==> src/rtl/adc_capture_ctrl.sv <==
// adc_capture_ctrl: arms the ADC trigger and forwards triggered beats with per-event length and event-count limits
module adc_capture_ctrl #(
   parameter int DATA_WIDTH   = 129,
   parameter int CLEAR_CYCLES = 4
) (
   input  logic                  aclk,
   input  logic                  aresetn,
   input  logic                  arm,
   input  logic                  disarm,
   input  logic [31:0]           samples_per_event,
   input  logic [15:0]           max_events,
   input  logic [15:0]           holdoff,
   input  logic                  s_axis_tvalid,
   input  logic [DATA_WIDTH-1:0] s_axis_tdata,
   output logic                  m_axis_tvalid,
   output logic [DATA_WIDTH-1:0] m_axis_tdata,
   output logic                  m_axis_tlast,
   input  logic                  m_axis_tready,
   output logic                  reset_trigger,
   output logic                  reset_max_sum,
   output logic [2:0]            state,
   output logic [15:0]           events_done,
   output logic [15:0]           drop_count,
   output logic                  done
);
   localparam logic [2:0] S_IDLE = 3'd0, S_CLEAR = 3'd1, S_ARMED = 3'd2,
                          S_CAPTURE = 3'd3, S_HOLDOFF = 3'd4, S_DONE = 3'd5;

   logic [2:0]  nxt;
   logic [31:0] tmr, bcnt, spe, ho;
   logic        beat, last, ev_end, run_full, rt_d, rms_d, done_d;

   assign spe = samples_per_event == 32'd0 ? 32'd1 : samples_per_event;
   assign ho = holdoff == 16'd0 ? 32'd1 : {16'd0, holdoff};
   assign beat = !disarm && s_axis_tvalid && (state == S_ARMED || state == S_CAPTURE);
   assign last = bcnt + 32'd1 == spe;
   assign ev_end = (beat && last) || (!disarm && !s_axis_tvalid && state == S_CAPTURE);
   assign run_full = max_events != 16'd0 && events_done == max_events;

   // state, phase timer and control levels; the timer restarts on every state change
   always_ff @(posedge aclk or negedge aresetn) begin
      if (!aresetn) begin
         state         <= S_IDLE;
         tmr           <= '0;
         reset_trigger <= 1'b1;
         reset_max_sum <= 1'b0;
         done          <= 1'b0;
      end else begin
         state         <= nxt;
         tmr           <= nxt != state ? '0 : tmr + 32'd1;
         reset_trigger <= rt_d;
         reset_max_sum <= rms_d;
         done          <= done_d;
      end
   end

   // sequencing; disarm overrides everything including a simultaneous arm
   always_comb begin
      nxt = state;
      if (disarm) nxt = S_IDLE;
      else begin
         case (state)
            S_IDLE, S_DONE: if (arm) nxt = S_CLEAR;
            S_CLEAR:        if (tmr == 32'(CLEAR_CYCLES - 1)) nxt = S_ARMED;
            S_ARMED:        if (s_axis_tvalid) nxt = last ? S_HOLDOFF : S_CAPTURE;
            S_CAPTURE:      if (ev_end) nxt = S_HOLDOFF;
            S_HOLDOFF:      if (tmr == ho - 32'd1) nxt = run_full ? S_DONE : S_ARMED;
            default:        nxt = S_IDLE;
         endcase
      end
   end

   // control levels for the state being entered, so they register together with it
   always_comb begin
      rt_d   = !(nxt == S_ARMED || nxt == S_CAPTURE);
      rms_d  = nxt == S_CLEAR;
      done_d = nxt == S_DONE;
   end

   // output slice, beat counter and run statistics
   always_ff @(posedge aclk or negedge aresetn) begin
      if (!aresetn) begin
         m_axis_tvalid <= 1'b0;
         m_axis_tdata  <= '0;
         m_axis_tlast  <= 1'b0;
         bcnt          <= '0;
         events_done   <= '0;
         drop_count    <= '0;
      end else begin
         if (beat && (!m_axis_tvalid || m_axis_tready)) begin
            m_axis_tvalid <= 1'b1;
            m_axis_tdata  <= s_axis_tdata;
            m_axis_tlast  <= last;
         end else if (m_axis_tready) begin
            m_axis_tvalid <= 1'b0;
         end
         bcnt <= beat ? bcnt + 32'd1 : (state == S_CAPTURE ? bcnt : '0);
         if (nxt == S_CLEAR && state != S_CLEAR) begin
            events_done <= '0;
            drop_count  <= '0;
         end else begin
            if (ev_end) events_done <= events_done + 16'd1;
            if (beat && m_axis_tvalid && !m_axis_tready && drop_count != 16'hFFFF)
               drop_count <= drop_count + 16'd1;
         end
      end
   end
endmodule

==> config.mk <==
export PLATFORM = sky130hd
export DESIGN_NAME = adc_capture_ctrl
export DESIGN_NICKNAME = d
export VERILOG_FILES = /design/src/rtl/adc_capture_ctrl.sv
export SDC_FILE = /design/constraint.sdc
export NUM_CORES = 1
export LEC_CHECK = 0
export BUFFER_PORTS_ARGS = -buffer_cell sky130_fd_sc_hd__buf_2
export CAP_MARGIN = 10
export CORE_MARGIN = 1.5
export CORE_UTILIZATION = 58
export CTS_BUF_LIST = sky130_fd_sc_hd__clkbuf_8
export DETAILED_ROUTE_END_ITERATION = 10
export GPL_ROUTABILITY_DRIVEN = 1
export GPL_TIMING_DRIVEN = 0
export PLACE_DENSITY_LB_ADDON = 0.25
export SYNTH_ARGS = -nofsm -noshare
export SYNTH_HDL_FRONTEND = slang
export SYNTH_SLANG_ARGS = --single-unit
==> constraint.sdc <==
create_clock -name aclk -period 10.5 [get_ports aclk]
set_clock_uncertainty 0.15 [all_clocks]
set_input_delay 3.15 -clock aclk [delete_from_list [all_inputs] [get_ports aclk]]
set_output_delay 3.15 -clock aclk [all_outputs]
set_load 0.01 [all_outputs]
# Word-level counts from Yosys, hierarchy flattened
# Index checks and enable logic that the tools add are counted.
[op_classes]
addsub = 5
n_eq_ne = 17
n_mux = 20
reduce_logical = 28
[ops]
columns = ["op", "count"]
rows = [
  ["2-to-1 mux 32 bit", 4],
  ["2-to-1 mux 16 bit", 5],
  ["adder 32 x 1 -> 32 bit, second input constant", 2],
  ["== test 32 bit", 2],
  ["adder 16 x 1 -> 16 bit, second input constant", 2],
  ["== test 32 x 2 -> 1 bit, second input constant", 1],
  ["zero test 32 bit", 1],
  ["2-to-1 mux 3 bit", 8],
  ["subtractor 16 x 1 -> 17 bit, second input constant", 1],
  ["== test 16 bit", 1],
  ["zero test 16 bit", 1],
  ["inequality test 16 bit, second input constant", 1],
  ["nonzero test 16 bit", 1],
  ["case mux 3 bit (5 select lines)", 1],
  ["== test 3 x 2 -> 1 bit, second input constant", 4],
  ["logical AND 1 bit", 11],
  ["== test 3 bit, second input constant", 3],
  ["== test 3 x 1 -> 1 bit, second input constant", 2],
  ["nonzero test 2 bit", 3],
  ["zero test 1 bit", 5],
  ["logical OR 1 bit", 4],
  ["zero test 3 bit", 1],
  ["inequality test 3 x 1 -> 1 bit, second input constant", 1],
  ["inequality test 3 bit", 1],
  ["3 further kinds", 4],
]
[word_totals]
ff_bits = 233
inputBits = 199
out_inout_bits = 169

# Logic depth before layout (Yosys ltp)
# Gate-level depths: netlist of run 1.
[depth]
ltp_word = 11
mapped_depth = 17
depth_no_buf = 15

# Least setup slack after synthesis of run 1
# No wires, ideal clock.
[synth_path]
path_type = "input to register"
start = "input port holdoff[2]"
end = "register events_done[12]"
arrival_ns = 6.336
t_required_ns = 10.220
slack_ns = 3.884
cell_stages = 17
n_path_buf = 2
cell_sequence = "nor3_1 nand2_1 nor2_1 nor2_1 ha_1 xor2_1 nand2_1 a2111oi_0 nand2_1 nor4_1 nand3_1 o21ai_0 o221ai_1 and4b_1 clkbuf_1 buf_4 a21oi_1"
[synth_between]
elab_chain_cells = 10
word_cells_on_any_way = 11
cone_classes = "1 x add/sub; 2 x eq/ne; 5 x mux; 3 x reduce/logical"
[synth_lines]
columns = ["element", "line", "text"]
rows = [
  ["start: declaration", "12", "input logic [15:0] holdoff,"],
  ["zero test 16 bit", "34", "assign ho = holdoff == 16'd0 ? 32'd1 : {16'd0, holdoff};"],
  ["2-to-1 mux 16 bit *", "34", ""],
  ["subtractor 16 x 1 -> 17 bit *", "67", "S_HOLDOFF: if (tmr == ho - 32'd1) nxt = run_full ? S_DONE : S_ARMED;"],
  ["== test 32 bit *", "67", ""],
  ["2-to-1 mux 3 bit *", "67", ""],
  ["case mux 3 bit (5 select lines) *", "62", "case (state)"],
  ["2-to-1 mux 3 bit *", "60", "if (disarm) nxt = S_IDLE;"],
  ["== test 3 x 1 -> 1 bit *", "98", "if (nxt == S_CLEAR && state != S_CLEAR) begin"],
  ["logical AND 1 bit *", "98", ""],
  ["2-to-1 mux 16 bit or nonzero test 2 bit (tied branches)", "n/a", ""],
  ["end signal: assignment", "102", "if (ev_end) events_done <= events_done + 16'd1;"],
  ["end: declaration", "22", "output logic [15:0] events_done,"],
]
# Mark *: on every way between the ends. The rest lies on a longest branch, timed or not.
# A chain may end at the register's enable or synchronous reset.

# Worst setup path in the final report of run 1
[layout_path]
start = "input port holdoff[2]"
end = "register events_done[14]"
# The elaborated chain is that of the path after synthesis.

==> metrics.md, run 1 <==
| Metric | Value |
|---|---|
| Initial Util | 0.595 |
| Aggregate global routing overflow | 0 |
| Crit-path cells | buf_2 > nor3_1 > nand2_1 > nor2_1 > nor2_1 > ha_1 > xor2_1 > nand2_1 > a2111oi_0 > nand2_1 > nor4_1 > nand3_1 > o21ai_0 > o221ai_1 > and4b_1 > clkbuf_1 > buf_4 > a21oi_1 |
| RePlAce Congestion | 0.967 |
| Max incr delay on CP | 0.73 ns |
| Placed Cells | 1,780 |
| Fillers | 1,446 |
| Total GRT Usage | 0.352 |
| Post-synth EDFFs | 0 |
| Worst Hold Class | reg2reg |
| Critical Path Fanout Max | 10 |
| Vias in the first global route | 11.1k |
| Largest net degree at the start of global routing | 128 |
| PD cells | 196 nW/µm² |
| Slowest-stage cell, CP | nor3_1 |
| Cell mode on critical path | nand2_1 |
| PostCTS Resize Cnt | 0 |
| ANT nets after route | 0 |
| Final worst path period need | 7.32 ns |
| Total CTS buffers | 42 |
| Nets | 1,758 |
| Outcome | completed |
| WP data required | 10.77 ns |
| Share of layout cells above drive strength 1 | 0.382 |
| Worst slew margin | 0.333 |
| Final Util | 0.745 |
| Post-synthesis net count | 1,346 |
| Drt initial violations | 844 |
| Worst VDD drop | 221 µV |
| Clk_lat worst skew | 0.56 ns |
| Clock-pin slew on the worst setup and hold paths | 0.06 ns |
| Crit path kind | in2reg |
| Mapped Area | 12,100 µm² |
| Sinks on Clock Net | 233 |
| Syn Inst Count | 1,142 |
| Yosys warning count | 0 |
| # H-tree levels | 2 |
| Max Freq | 0.137 GHz |
| Final period util | 0.697 |
| TritonCTS clock tree | done |
| Die width | 148 µm |
| Via count | 10.9k |
| Yosys reg bits | 233 |
| DIE HEIGHT | 148 µm |
| Initial antenna violation count | 10 |
| Fin Setup TNS | 0 ns |
| R2R Setup Slk | 5.48 ns |
| Register area share after synthesis | 0.482 |
| Cts hold-fix bufs | 0 |
| Startpoint types | primary input |
| Clk root buf | clkbuf_8 |
| Synth-to-layout area growth | 25.3% |
| I/O Buffers | 367 |
| DRT Pass-1 Iters | 6 |
| R2R depth | 14 |
| Worst slew pin tran | 0.991 ns |
| Routed wire length | 38,400 µm |
| Num rows | 52 |
| Leakage power | 7.36 nW |
| Fraction of registers with async set/reset | 1.00 |
| Setup violators final | 0 |
| Die area | 21,800 µm² |
| Final Hold Viols | 0 |
| # DRC | 0 |
| Yosys cell types | 73 |
| Core Area | 20,400 µm² |
| Worst setup EP type | flop |
| CP arrival | 7.60 ns |
| Detailed-placement wirelength estimate | 28,900 µm |
| RSZ-0062 raised after global routing | no |
| Fin. max-slew vios | 0 |
| Non-Filler Instances | 1,860 |
| First-pass GRT wire length | 59,800 µm |
| Clock buffer depth | 3 |
| Syn_area_per_cell | 10.6 µm² |
| Max-capacitance violation count | 0 |
| Io pins | 368 |
| WL/cell | 20.6 µm |
| Ys flop type | dfrtp_1 |
| Post-CTS Setup Repair Bufs | 0 |
| Hold Path Cell Cnt | 1 |
| Routed vias/inst | 5.88 |
==> Yosys cell counts (3+ instances only) <==
master / instances / share of area
nor4b_1: 4 / 0.0029
nor3_1: 25 / 0.010
o31ai_1: 14 / 0.0087
a211o_1: 6 / 0.0043
and2_1: 12 / 0.0062
nand4_1: 34 / 0.018
nor4_1: 33 / 0.017
a2111oi_1: 3 / 0.0025
a211oi_1: 7 / 0.0043
nor2_2: 15 / 0.0077
xnor2_1: 62 / 0.045
o41ai_1: 5 / 0.0036
mux2_2: 131 / 0.12
nand2_1: 76 / 0.024
buf_6: 5 / 0.0046
a21boi_0: 5 / 0.0031
a22o_1: 3 / 0.0022
ha_1: 5 / 0.0052
inv_1: 10 / 0.0031
buf_4: 3 / 0.0019
nor2_1: 90 / 0.028
clkbuf_1: 36 / 0.011
dfrtp_1: 232 / 0.48
nand3_1: 38 / 0.016
nor2b_1: 10 / 0.0052
nand2b_1: 5 / 0.0026
or4_1: 10 / 0.0062
nor3b_1: 3 / 0.0019
and3_1: 20 / 0.010
a21o_1: 3 / 0.0019
buf_2: 6 / 0.0025
or3_1: 7 / 0.0036
a21oi_1: 42 / 0.017
and4_1: 12 / 0.0087
o21ai_0: 42 / 0.017
xor2_1: 67 / 0.048
or3b_2: 3 / 0.0022
a31oi_1: 7 / 0.0036
a2111oi_0: 4 / 0.0029
o22ai_1: 5 / 0.0026
==> final timing paths <==
check | startpoint | end
max in group asynchronous | aresetn | m_axis_tdata[36]
hold / removal | m_axis_tdata[49] | m_axis_tdata[49]
min in group asynchronous | aresetn | m_axis_tdata[119]
hold reg to reg | m_axis_tdata[49] | m_axis_tdata[49]
setup reg to reg | bcnt[0] | events_done[14]
setup / recovery | holdoff[2] | events_done[14]
==> layout by cell type (no fill, tap or decap), drive strengths merged, types with 6 or more instances in the layout <==
cell     count
clkbuf      91
dfrtp      232
clkinv       7
xor2        67
a21oi       42
nor4        34
nand3       38
diode       11
a211oi       7
mux2       131
a2111oi      8
o21ai       43
or3          7
nor3        25
and3        20
and4        12
nor2       105
or4         10
xnor2       62
nand4       35
o31ai       14
and2        14
a31oi        7
nand2       76
nor2b       10
buf        384
a211o        6
inv         19
==> registers in the layout (all words and copies together) (netlist names) <==
register	cells
m_axis_tvalid	1
state	3
reset_trigger	1
drop_count	16
bcnt	32
tmr	32
reset_max_sum	1
done	1
events_done	16
m_axis_tdata	129
m_axis_tlast	1
==> per-layer routing <==
| layer | GRT usage | vias up | wire length, µm |
|---|---|---|---|
| li1 | - | 4992 | - |
| met4 | 0.154 | 0 | 1420 |
| met3 | 0.0978 | 94 | 3500 |
| met5 | 0 | - | 0 |
| met1 | 0.445 | 5310 | 15000 |
| met2 | 0.568 | 532 | 18500 |
==> critical path: cells and delay by family <==
| kind | cells | cell delay [ns] |
|---|---|---|
| buffers and inverters | 3 | 0.65 |
| XOR/XNOR | 1 | 0.13 |
| AND/OR/NAND/NOR | 9 | 2.38 |
| AO/OA/AOI/OAI | 4 | 0.99 |
| adder cells (fa/ha/maj) | 1 | 0.30 |
==> layout make-up <==
| cell class | count | area, µm² | share of cell area |
|---|---|---|---|
| multi-input combinational | 845 | 5980 | 0.394 |
| sequential | 233 | 5830 | 0.384 |
| timing repair buffer | 368 | 1870 | 0.124 |
| clock buffer | 53 | 729 | 0.0481 |
| tap | 270 | 338 | 0.0223 |
| buffer | 54 | 262 | 0.0172 |
| clock inverter | 16 | 91.3 | 0.00602 |
| inverter | 10 | 37.5 | 0.00247 |
| antenna | 11 | 27.5 | 0.00181 |
==> cells by family after synthesis <==
group	count (synthesis)	synth area share
AO/OA/AOI/OAI	170	0.0927
XOR/XNOR	129	0.0933
adder cells (fa/ha/maj)	5	0.00517
buffers and inverters	64	0.0247
flip-flops	233	0.482
multiplexers	133	0.123
AND/OR/NAND/NOR	408	0.179
==> through the flow <==
stage	instance area, µm²	hold WS (ns)	setup WS (ns)	power [mW]
after detailed placement	14300	0.339	2.71	2.14
after global placement	14300	0.336	2.08	2.10
after global routing	15200	0.365	2.78	3.11
after floorplan	12100	0.323	3.88	1.71
after CTS	15100	0.352	3.23	2.99
final	15200	0.350	3.18	2.98
==> power by group <==
group          internal, mW  switching [mW]  total, mW
sequential             1.14           0.138       1.28
combinational         0.411           0.451      0.862
clock                 0.454           0.388      0.841
(Power assumes the default switching activity.)
==> run 2, diff against run 1 <==
--- a/config.mk
+++ b/config.mk
@@ -8,7 +8,7 @@
 export BUFFER_PORTS_ARGS = -buffer_cell sky130_fd_sc_hd__buf_2
 export CAP_MARGIN = 10
 export CORE_MARGIN = 1.5
-export CORE_UTILIZATION = 58
+export CORE_UTILIZATION = 54
 export CTS_BUF_LIST = sky130_fd_sc_hd__clkbuf_8
 export DETAILED_ROUTE_END_ITERATION = 10
 export GPL_ROUTABILITY_DRIVEN = 1
==> constraint.sdc (replaced) <==
create_clock -name aclk -period 7.4 [get_ports aclk]
set_clock_uncertainty 0.15 [all_clocks]
set_input_delay 2.22 -clock aclk [delete_from_list [all_inputs] [get_ports aclk]]
set_output_delay 2.22 -clock aclk [all_outputs]
set_load 0.01 [all_outputs]
==> run 2 against run 1 <==
Worst setup slack lost 2.1 ns. Sequential share of layout area is 0.17 points lower. Wire length fell by 0.65%. Non-clock buffer count is the same. Total power increased by 45%. Critical path type unchanged. Largest power group unchanged. Highest routed layer is now met5.
==> metrics.md, run 2 (synthesized netlist as in run 1, its figures left out) <==
| Metric | Value |
|---|---|
| RSZ-0062 raised after global routing | no |
| Commonest non-fill, non-tap cells in the layout | buf_2, dfrtp_1, mux2_2, nor2_1, nand2_1 |
| Commonest non-fill, non-tap cell in the layout | buf_2 |
| Initial antenna violation count | 13 |
| WP data required | 7.65 ns |
| Storage element area | 5830 µm² |
| PD cells | 283 nW/µm² |
| Core Area | 21,900 µm² |
| Detailed-placement wirelength estimate | 28,700 µm |
| Die area | 23,300 µm² |
| Outcome | completed |
| Hold_sp | m_axis_tdata[83] |
| Max Freq | 0.159 GHz |
| Worst Hold Class | reg2reg |
| I/O Buffers | 367 |
| Io pins | 368 |
| Largest reg by FF count | m_axis_tdata |
| Routed wire length | 38,100 µm |
| Fin Setup TNS | 0 ns |
| DRT Pass-1 Iters | 7 |
| Total CTS buffers | 41 |
| TritonCTS clock tree | done |
| Sinks on Clock Net | 233 |
| Final Hold Viols | 0 |
| Met2 Resource Use GR | 0.515 |
| Multi-input gate area | 5980 µm² |
| Share of layout cells above drive strength 1 | 0.381 |
| Nets | 1,757 |
| Max-capacitance violation count | 0 |
| Worst VDD drop | 253 µV |
| R2R depth | 14 |
| Critical Path Fanout Max | 10 |
| Aggregate global routing overflow | 0 |
| GR peak layer | met2 |
| Synth-to-layout area growth | 25.8% |
| Fillers | 1,744 |
| Worst Slack Setup Final | 1.09 ns |
| ANT nets after route | 0 |
| Die width | 153 µm |
| # H-tree levels | 2 |
| Worst slew margin | 0.238 |
| Biggest regs | m_axis_tdata: 129 flops, bcnt: 32 flops, tmr: 32 flops |
| Post-CTS Setup Repair Bufs | 0 |
| DIE HEIGHT | 153 µm |
| Crit path kind | in2reg |
| Worst r2r src | bcnt[0] |
| Clock-pin slew on the worst setup and hold paths | 0.06 ns |
| Cts hold-fix bufs | 0 |
| # DRC | 0 |
| Worst slew pin tran | 1.13 ns |
| Met1 usage | 0.403 |
| Via count | 10.9k |
| Vias in the first global route | 10.8k |
| Reg2reg end | events_done[8] |
| PostCTS Resize Cnt | 0 |
| Post-Place Setup Slack | 0.645 ns |
| RePlAce Congestion | 0.935 |
| Routed vias/inst | 5.81 |
| Num rows | 54 |
| WL/cell | 20.3 µm |
| CP arrival | 6.56 ns |
| Clock buffer depth | 3 |
| Hold Slack | 0.351 ns |
| Drt initial violations | 782 |
| Worst setup EP type | flop |
| Largest register FFs | 129 |
| Fin. max-slew vios | 0 |
| Startpoint types | primary input |
| First-pass GRT wire length | 59,300 µm |
| Total GRT Usage | 0.321 |
| Clk root buf | clkbuf_8 |
| Final period util | 0.852 |
| Initial Util | 0.553 |
| Hold Crit Endpoint | m_axis_tdata[83] |
| Hold Path Cell Cnt | 1 |
| Setup violators final | 0 |
| Clk_lat worst skew | 0.55 ns |
| Largest net degree at the start of global routing | 120 |
| R2R Setup Slk | 2.38 ns |
| Met3 Use GR | 0.0990 |
| Final worst path period need | 6.31 ns |
| Leakage power | 7.39 nW |
==> run 2: routing by layer <==
metal | part of all wire | vias to the layer above
met1 | 0.39 | 5317
met2 | 0.48 | 470
met3 | 0.095 | 101
met4 | 0.035 | 2
met5 | 0.00026 | -
li1 | - | 5000
==> run 2: worst max-delay path by stage <==
stage                        endpoint  cells past startpoint        from
global route           events_done[8]                     18  holdoff[2]
detailed placement    events_done[12]                     18  holdoff[2]
global placement    m_axis_tdata[108]                      1     aresetn
floorplan             events_done[12]                     17  holdoff[2]
finish                 events_done[8]                     18  holdoff[2]
CTS                    events_done[8]                     18  holdoff[2]
==> run 2: critical path: stages <==
cell,delay (ns)
buf_2,0.14
nor3_1,0.72
nand2_1,0.24
nor2_1,0.20
nor2_1,0.06
ha_1,0.30
xor2_1,0.13
nand2_1,0.06
a2111oi_0,0.33
nand2_1,0.10
nor4_1,0.51
nand3_1,0.15
o21ai_0,0.37
o221ai_1,0.20
and4b_1,0.29
clkbuf_1,0.23
buf_4,0.23
a21oi_1,0.05
==> run 2: stage by stage <==
stage	std cells	instance area, µm²	utilization	power, mW
3_5_place_dp	1790	14300	0.655	3.04
5_1_grt	1873	15200	0.696	4.50
2_1_floorplan	1142	12100	-	2.42
6_report	1875	15200	0.696	4.31
3_3_place_gp	1789	14300	0.653	3.00
4_1_cts	1862	15200	0.695	4.33
==> run 2: area by class of cell <==
cell class | count | share of cell area
antenna | 13 | 0.00213
buffer | 54 | 0.0172
clock buffer | 53 | 0.0479
clock inverter | 19 | 0.00920
inverter | 10 | 0.00246
multi-input combinational | 845 | 0.392
sequential | 233 | 0.383
tap | 280 | 0.0230
timing repair buffer | 368 | 0.123
==> run 2: power breakdown <==
group	switching, mW	internal, mW
Sequential	0.203	1.62
Combinational	0.642	0.583
Clock	0.556	0.714
Total	1.40	2.91
